--- src/rtl/regfile_wb_sched_pkg.sv ---
// Shared widths, register indices and requester indices for the register-file
// write-back scheduler.
package regfile_pkg;
  localparam int ADDR_W = 4;
  localparam int DATA_W = 16;
  localparam int NREG   = 1 << ADDR_W;

  localparam logic [ADDR_W-1:0] R0_IDX = '0;

  typedef enum logic [1:0] {
    REQ_ALU = 2'd0,
    REQ_LD  = 2'd1,
    REQ_MDU = 2'd2
  } req_idx_e;
endpackage

--- src/rtl/regfile_wb_sched_if.sv ---
// Bundle of the producer handshakes, register-file write ports and decode
// scoreboard signals. A transfer happens on a rising edge where valid & ready.
interface regfile_wb_sched_if;
  import regfile_pkg::*;

  logic              alu_valid, alu_ready;
  logic [ADDR_W-1:0] alu_addr;
  logic [DATA_W-1:0] alu_data;
  logic              ld_valid, ld_ready;
  logic [ADDR_W-1:0] ld_addr;
  logic [DATA_W-1:0] ld_data;
  logic              md_valid, md_ready;
  logic [ADDR_W-1:0] md_addr;
  logic [DATA_W-1:0] md_lo, md_hi;

  logic              wr;
  logic [ADDR_W-1:0] wrAddr;
  logic [DATA_W-1:0] wrData;
  logic              wrR15;
  logic [DATA_W-1:0] wrDataR15;

  logic              rsv_valid, rsv_r0;
  logic [ADDR_W-1:0] rsv_addr;
  logic [ADDR_W-1:0] chk_addr_a, chk_addr_b;
  logic              hazard;
  logic [NREG-1:0]   pending;

  modport master (
    output alu_valid, alu_addr, alu_data,
    output ld_valid, ld_addr, ld_data,
    output md_valid, md_addr, md_lo, md_hi,
    output rsv_valid, rsv_addr, rsv_r0, chk_addr_a, chk_addr_b,
    input  alu_ready, ld_ready, md_ready,
    input  wr, wrAddr, wrData, wrR15, wrDataR15, hazard, pending
  );

  modport slave (
    input  alu_valid, alu_addr, alu_data,
    input  ld_valid, ld_addr, ld_data,
    input  md_valid, md_addr, md_lo, md_hi,
    input  rsv_valid, rsv_addr, rsv_r0, chk_addr_a, chk_addr_b,
    output alu_ready, ld_ready, md_ready,
    output wr, wrAddr, wrData, wrR15, wrDataR15, hazard, pending
  );
endinterface

--- src/rtl/regfile_wb_sched_rr_arb3.sv ---
// 3-way round-robin arbiter: grants the first requester after the last granted
// index; the pointer moves only when the grant is taken.
module rr_arb3
  import regfile_pkg::*;
(
    input  logic       clk,
    input  logic       rst,
    input  logic [2:0] req_i,
    input  logic       take_i,
    output logic [2:0] gnt_o
);

    req_idx_e last_q, last_d;

    // No grants while reset is held so every ready reads 0.
    always_comb begin
        gnt_o = 3'b000;
        if (!rst) begin
            case (last_q)
                REQ_ALU: begin
                    if (req_i[1])      gnt_o = 3'b010;
                    else if (req_i[2]) gnt_o = 3'b100;
                    else if (req_i[0]) gnt_o = 3'b001;
                end
                REQ_LD: begin
                    if (req_i[2])      gnt_o = 3'b100;
                    else if (req_i[0]) gnt_o = 3'b001;
                    else if (req_i[1]) gnt_o = 3'b010;
                end
                default: begin
                    if (req_i[0])      gnt_o = 3'b001;
                    else if (req_i[1]) gnt_o = 3'b010;
                    else if (req_i[2]) gnt_o = 3'b100;
                end
            endcase
        end
    end

    always_comb begin
        last_d = last_q;
        if (take_i) begin
            if (gnt_o[0])      last_d = REQ_ALU;
            else if (gnt_o[1]) last_d = REQ_LD;
            else if (gnt_o[2]) last_d = REQ_MDU;
        end
    end

    always_ff @(posedge clk) begin
        if (rst) last_q <= REQ_MDU;
        else     last_q <= last_d;
    end

endmodule

--- src/rtl/regfile_wb_sched.sv ---
// Write-back scheduler: arbitrates ALU/LD/MDU results onto the register file's
// main and R0 write ports and tracks pending destinations for decode.
module regfile_wb_sched
  import regfile_pkg::*;
(
    input logic               clk,
    input logic               rst,
    regfile_wb_sched_if.slave bus
);

    logic [2:0]        req, gnt;
    logic              wr_q, wr_d, r15_q, r15_d;
    logic [ADDR_W-1:0] addr_q, addr_d;
    logic [DATA_W-1:0] data_q, data_d, dr15_q, dr15_d;
    logic [NREG-1:0]   pending_q, pending_d;

    assign req = {bus.md_valid, bus.ld_valid, bus.alu_valid};

    rr_arb3 u_arb (
        .clk    (clk),
        .rst    (rst),
        .req_i  (req),
        .take_i (|(gnt & req)),
        .gnt_o  (gnt)
    );

    assign bus.alu_ready = gnt[REQ_ALU];
    assign bus.ld_ready  = gnt[REQ_LD];
    assign bus.md_ready  = gnt[REQ_MDU];

    always_comb begin
        wr_d   = 1'b0;
        r15_d  = 1'b0;
        addr_d = addr_q;
        data_d = data_q;
        dr15_d = dr15_q;
        if (gnt[REQ_ALU]) begin
            wr_d   = 1'b1;
            addr_d = bus.alu_addr;
            data_d = bus.alu_data;
        end else if (gnt[REQ_LD]) begin
            wr_d   = 1'b1;
            addr_d = bus.ld_addr;
            data_d = bus.ld_data;
        end else if (gnt[REQ_MDU]) begin
            wr_d   = 1'b1;
            addr_d = bus.md_addr;
            data_d = bus.md_lo;
            // The main port owns R0, so md_hi is dropped when md_addr is R0.
            if (bus.md_addr != R0_IDX) begin
                r15_d  = 1'b1;
                dr15_d = bus.md_hi;
            end
        end
    end

    // Clears come from the write being presented now; a same-edge reservation wins.
    always_comb begin
        pending_d = pending_q;
        if (wr_q)  pending_d[addr_q] = 1'b0;
        if (r15_q) pending_d[R0_IDX] = 1'b0;
        if (bus.rsv_valid) begin
            pending_d[bus.rsv_addr] = 1'b1;
            if (bus.rsv_r0) pending_d[R0_IDX] = 1'b1;
        end
    end

    always_ff @(posedge clk) begin
        if (rst) begin
            wr_q      <= 1'b0;
            r15_q     <= 1'b0;
            addr_q    <= '0;
            data_q    <= '0;
            dr15_q    <= '0;
            pending_q <= '0;
        end else begin
            wr_q      <= wr_d;
            r15_q     <= r15_d;
            addr_q    <= addr_d;
            data_q    <= data_d;
            dr15_q    <= dr15_d;
            pending_q <= pending_d;
        end
    end

    // Masking with rst keeps an accepted-but-unissued write out of the file.
    assign bus.wr        = wr_q & ~rst;
    assign bus.wrR15     = r15_q & ~rst;
    assign bus.wrAddr    = addr_q;
    assign bus.wrData    = data_q;
    assign bus.wrDataR15 = dr15_q;
    assign bus.pending   = pending_q;
    assign bus.hazard    = pending_q[bus.chk_addr_a] | pending_q[bus.chk_addr_b];

endmodule

--- src/flat_wrapper.sv ---
// flat-port wrapper written by rule: the top's interface ports become plain ports
module regfile_wb_sched_flat import regfile_pkg::*;
  (clk, rst, bus_alu_valid, bus_alu_addr, bus_alu_data, bus_ld_valid, bus_ld_addr, bus_ld_data, bus_md_valid, bus_md_addr, bus_md_lo, bus_md_hi, bus_rsv_valid, bus_rsv_addr, bus_rsv_r0, bus_chk_addr_a, bus_chk_addr_b, bus_alu_ready, bus_ld_ready, bus_md_ready, bus_wr, bus_wrAddr, bus_wrData, bus_wrR15, bus_wrDataR15, bus_hazard, bus_pending);
  regfile_wb_sched_if bus_i ();
  input logic clk;
  input logic rst;
  input wire logic [$bits(bus_i.alu_valid)-1:0] bus_alu_valid;
  input wire logic [$bits(bus_i.alu_addr)-1:0] bus_alu_addr;
  input wire logic [$bits(bus_i.alu_data)-1:0] bus_alu_data;
  input wire logic [$bits(bus_i.ld_valid)-1:0] bus_ld_valid;
  input wire logic [$bits(bus_i.ld_addr)-1:0] bus_ld_addr;
  input wire logic [$bits(bus_i.ld_data)-1:0] bus_ld_data;
  input wire logic [$bits(bus_i.md_valid)-1:0] bus_md_valid;
  input wire logic [$bits(bus_i.md_addr)-1:0] bus_md_addr;
  input wire logic [$bits(bus_i.md_lo)-1:0] bus_md_lo;
  input wire logic [$bits(bus_i.md_hi)-1:0] bus_md_hi;
  input wire logic [$bits(bus_i.rsv_valid)-1:0] bus_rsv_valid;
  input wire logic [$bits(bus_i.rsv_addr)-1:0] bus_rsv_addr;
  input wire logic [$bits(bus_i.rsv_r0)-1:0] bus_rsv_r0;
  input wire logic [$bits(bus_i.chk_addr_a)-1:0] bus_chk_addr_a;
  input wire logic [$bits(bus_i.chk_addr_b)-1:0] bus_chk_addr_b;
  output wire logic [$bits(bus_i.alu_ready)-1:0] bus_alu_ready;
  output wire logic [$bits(bus_i.ld_ready)-1:0] bus_ld_ready;
  output wire logic [$bits(bus_i.md_ready)-1:0] bus_md_ready;
  output wire logic [$bits(bus_i.wr)-1:0] bus_wr;
  output wire logic [$bits(bus_i.wrAddr)-1:0] bus_wrAddr;
  output wire logic [$bits(bus_i.wrData)-1:0] bus_wrData;
  output wire logic [$bits(bus_i.wrR15)-1:0] bus_wrR15;
  output wire logic [$bits(bus_i.wrDataR15)-1:0] bus_wrDataR15;
  output wire logic [$bits(bus_i.hazard)-1:0] bus_hazard;
  output wire logic [$bits(bus_i.pending)-1:0] bus_pending;
  assign bus_i.alu_valid = bus_alu_valid;
  assign bus_i.alu_addr = bus_alu_addr;
  assign bus_i.alu_data = bus_alu_data;
  assign bus_i.ld_valid = bus_ld_valid;
  assign bus_i.ld_addr = bus_ld_addr;
  assign bus_i.ld_data = bus_ld_data;
  assign bus_i.md_valid = bus_md_valid;
  assign bus_i.md_addr = bus_md_addr;
  assign bus_i.md_lo = bus_md_lo;
  assign bus_i.md_hi = bus_md_hi;
  assign bus_i.rsv_valid = bus_rsv_valid;
  assign bus_i.rsv_addr = bus_rsv_addr;
  assign bus_i.rsv_r0 = bus_rsv_r0;
  assign bus_i.chk_addr_a = bus_chk_addr_a;
  assign bus_i.chk_addr_b = bus_chk_addr_b;
  assign bus_alu_ready = bus_i.alu_ready;
  assign bus_ld_ready = bus_i.ld_ready;
  assign bus_md_ready = bus_i.md_ready;
  assign bus_wr = bus_i.wr;
  assign bus_wrAddr = bus_i.wrAddr;
  assign bus_wrData = bus_i.wrData;
  assign bus_wrR15 = bus_i.wrR15;
  assign bus_wrDataR15 = bus_i.wrDataR15;
  assign bus_hazard = bus_i.hazard;
  assign bus_pending = bus_i.pending;
  regfile_wb_sched u_core (.clk(clk), .rst(rst), .bus(bus_i));
endmodule
--- config.mk ---
export PLATFORM = sky130hd
export DESIGN_NAME = regfile_wb_sched_flat
export DESIGN_NICKNAME = d
export VERILOG_FILES = /design/src/rtl/regfile_wb_sched_pkg.sv /design/src/rtl/regfile_wb_sched_if.sv /design/src/rtl/regfile_wb_sched_rr_arb3.sv /design/src/rtl/regfile_wb_sched.sv /design/src/flat_wrapper.sv
export SDC_FILE = /design/constraint.sdc
export NUM_CORES = 1
export LEC_CHECK = 0
export ABC_AREA = 1
export BUFFER_PORTS_ARGS = -buffer_cell sky130_fd_sc_hd__buf_4
export CAP_MARGIN = 40
export CORE_ASPECT_RATIO = 0.8
export CORE_MARGIN = 5
export CORE_UTILIZATION = 49
export DETAILED_ROUTE_END_ITERATION = 12
export PLACE_DENSITY = 0.85
export RECOVER_POWER = 100
export REMOVE_ABC_BUFFERS = 1
export SLEW_MARGIN = 5
export SYNTH_ARGS = -nofsm -noshare
export SYNTH_HDL_FRONTEND = slang
export SYNTH_SLANG_ARGS = --single-unit
--- constraint.sdc ---
create_clock -name clk -period 4.4 [get_ports clk]
set_clock_uncertainty 0.15 [all_clocks]
set_input_delay 0.88 -clock clk [delete_from_list [all_inputs] [get_ports clk]]
set_output_delay 0.88 -clock clk [all_outputs]
set_load 0.005 [all_outputs]
==> results.toml <==
[placed_design]
hpwl_um = 7400
gp_congestion = 0.876
portBuffers = 152
dpl.cell_count = 698

[pwr]
leakage_nw = 2.01
p_per_area_nw_per_um2 = 280
ir_drop_mv = 0.196

[sta]
fmax_mhz = 284
slew_viol_final = 0
fin_crit_sh_pct = 80.1
worst_slew_pin_slew_ns = 0.754
hold_ws_ns = 0.319
setup_viol = 0
period_minus_slack_ns = 3.52
tns_ns = 0
hold_viol = 0
slew_headroom_pct = 49.3
rsz0062_at_grt = "false"

[synth]
synthesis.area_sq_um = 3010
yosysUniqueCellTypes = 26
ys_seq_area_share_pct = 37.3
synth_common_cells = "nand2_1, nor2_1, dfxtp_1"
ys_async_sr_fraction_pct = 0
synth-edff-count = 0
synth_area_leader_cell = "dfxtp_1"
synth_area_leaders = "dfxtp_1, nand2_1, nor2_1"
ys_ff_latch = 56
synthFlopType = "dfxtp_1"
yosysWarnings = 0
yosysMostFrequentCell = "nand2_1"
syn_inst = 480
synth_top_area_share_pct = 37.3
syn_avg_cell_area_sq_um = 6.27

[run_status]
status = "completed"

[worst_setup_path]
rrSetupSlack_ns = 1.56
cp.arrival_ns = 2.49
timing.rr.end = "u_core.bus.wrDataR15[4]"
end_kind = "output pin"
r2r_cells = 8
critPathKind = "in2out"
cp_data_required_time_ns = 3.37
worstPathMaxFanout = 37
start_kind = "input pin"
reg2reg_from = "u_core.u_arb.last_q[0]"

[die]
die_w_um = 97.6
core-area_sq_um = 5940
rows = 25
boundaryPins = 153
dieHeight_um = 80.1
dieArea_sq_um = 7820
initial_core_util_pct = 50.6

[global_routing]
antenna_found_initial = 0
grt_use_total_pct = 23.1
grt_pass1_vias = 3382
grt_remaining_overflow = 0
grt_start_max_net_pins = 38
grt_pass1_wl_um = 15000

[clock_network]
cts.path.max_buffers = 2
clkTransAtPathRegs_ns = 0.10
cts-root-buf = "clkbuf_8"
ctsResizeCount = 0
cts_setup_buffers = 0
cts_sinks = 56
worstSkewPairLatency_ns = 0.31
cts_made_buffers = 5
tritoncts = "done"
cts_max_level = 2
cts_hold_buf = 0

[layout]
area_delta_synth_final_pct = 38.1
ff_latch_area_sq_um = 1120
layout.nets = 719
multi_input_area_sq_um = 1600
antenna_cells = 0
fill_cells = 537
drive_above_1_share_pct = 25.4
finalNonFillerCells = 706

[drt]
viasPerCell = 5.07
drc = 0
wire_per_inst_um = 13.3
drt-initial-drc-count = 220
final_antenna_net_count = 0
wl_um = 9400
dr.pass1.iters = 6
num_vias = 3582

[hold_path]
holdPathEnd = "u_core.bus.wrDataR15[10]"
hold_start = "u_core.bus.wrDataR15[10]"
hold_class = "reg2reg"
hold_depth = 2

[flow_run]
maxCapViolations = 0
-- per-layer routing --
| layer | GRT usage, % | share of wire, % |
|---|---|---|
| met1 | 27.4 | 42 |
| met4 | 6.78 | 1.7 |
| met5 | 0 | 0 |
| met3 | 7.12 | 8.8 |
| met2 | 40.6 | 48 |
-- worst max-delay path by stage --
stage / slack, ns / start / depth (start not counted) / to
floorplan: 1.73 / rst / 3 / bus_alu_ready
global placement: 1.22 / rst / 6 / bus_ld_ready
detailed placement: 1.18 / rst / 6 / bus_ld_ready
CTS: 1.18 / rst / 6 / bus_ld_ready
global route: 0.75 / rst / 6 / bus_ld_ready
finish: 0.88 / rst / 6 / bus_ld_ready
-- where the power goes --
group	leakage, nW	switching [mW]	internal (mW)
registers	0.458	0.0271	0.543
clock network	0.0485	0.176	0.115
logic	1.51	0.164	0.142
total	2.01	0.366	0.799
-- layout make-up --
cell class,instances,share of cell area (%)
flip-flops and latches,56,27.0
repair buffers,154,26.8
inverters,35,3.19
multi-input cells,372,38.4
well taps,81,2.44
clock buffers,5,1.66
clock inverters,3,0.542
-- flip-flops by register name, indices dropped and copies added, names as in the netlist --
signal / count
u_core.bus.wrDataR15: 16
u_core.bus.wrAddr: 4
u_core.wr_q: 1
u_core.bus.pending: 16
u_core.bus.wrData: 16
u_core.u_arb.last_q: 2
u_core.r15_q: 1
-- through the flow --
stage	area, sq um	util [%]	power (mW)	setup WS, ns
global placement	4150	69.9	0.892	1.22
CTS	4240	71.4	1.18	1.18
global route	4160	69.9	1.23	0.750
floorplan	2890	-	0.725	1.73
detailed placement	4150	69.9	0.900	1.18
finish	4160	69.9	1.17	0.875
-- critical path: stages --
cell and delay (ns):
buf_4 0.23, inv_1 0.58, nand2_1 0.22, nor2_4 0.14, buf_4 0.25, clkbuf_4 0.19
-- layout by cell type, fill, tap and decap left out, drive strengths merged --
cell,instances
nand2,184
buf,96
nor2,73
clkbuf,63
dfxtp,56
a21oi,42
inv,35
o21ai,30
nand3,29
nor3,4
nand4,3
o31ai,2
o211ai,2
clkinv,2
a21boi,1
nand3b,1
a31oi,1
clkinvlp,1
-- cell families after synthesis --
group,Yosys count,synth area share [%]
compound gates,78,13.8
buf+inv,52,8.27
flops,56,37.3
simple gates,294,40.7
(Power assumes the default switching activity.)
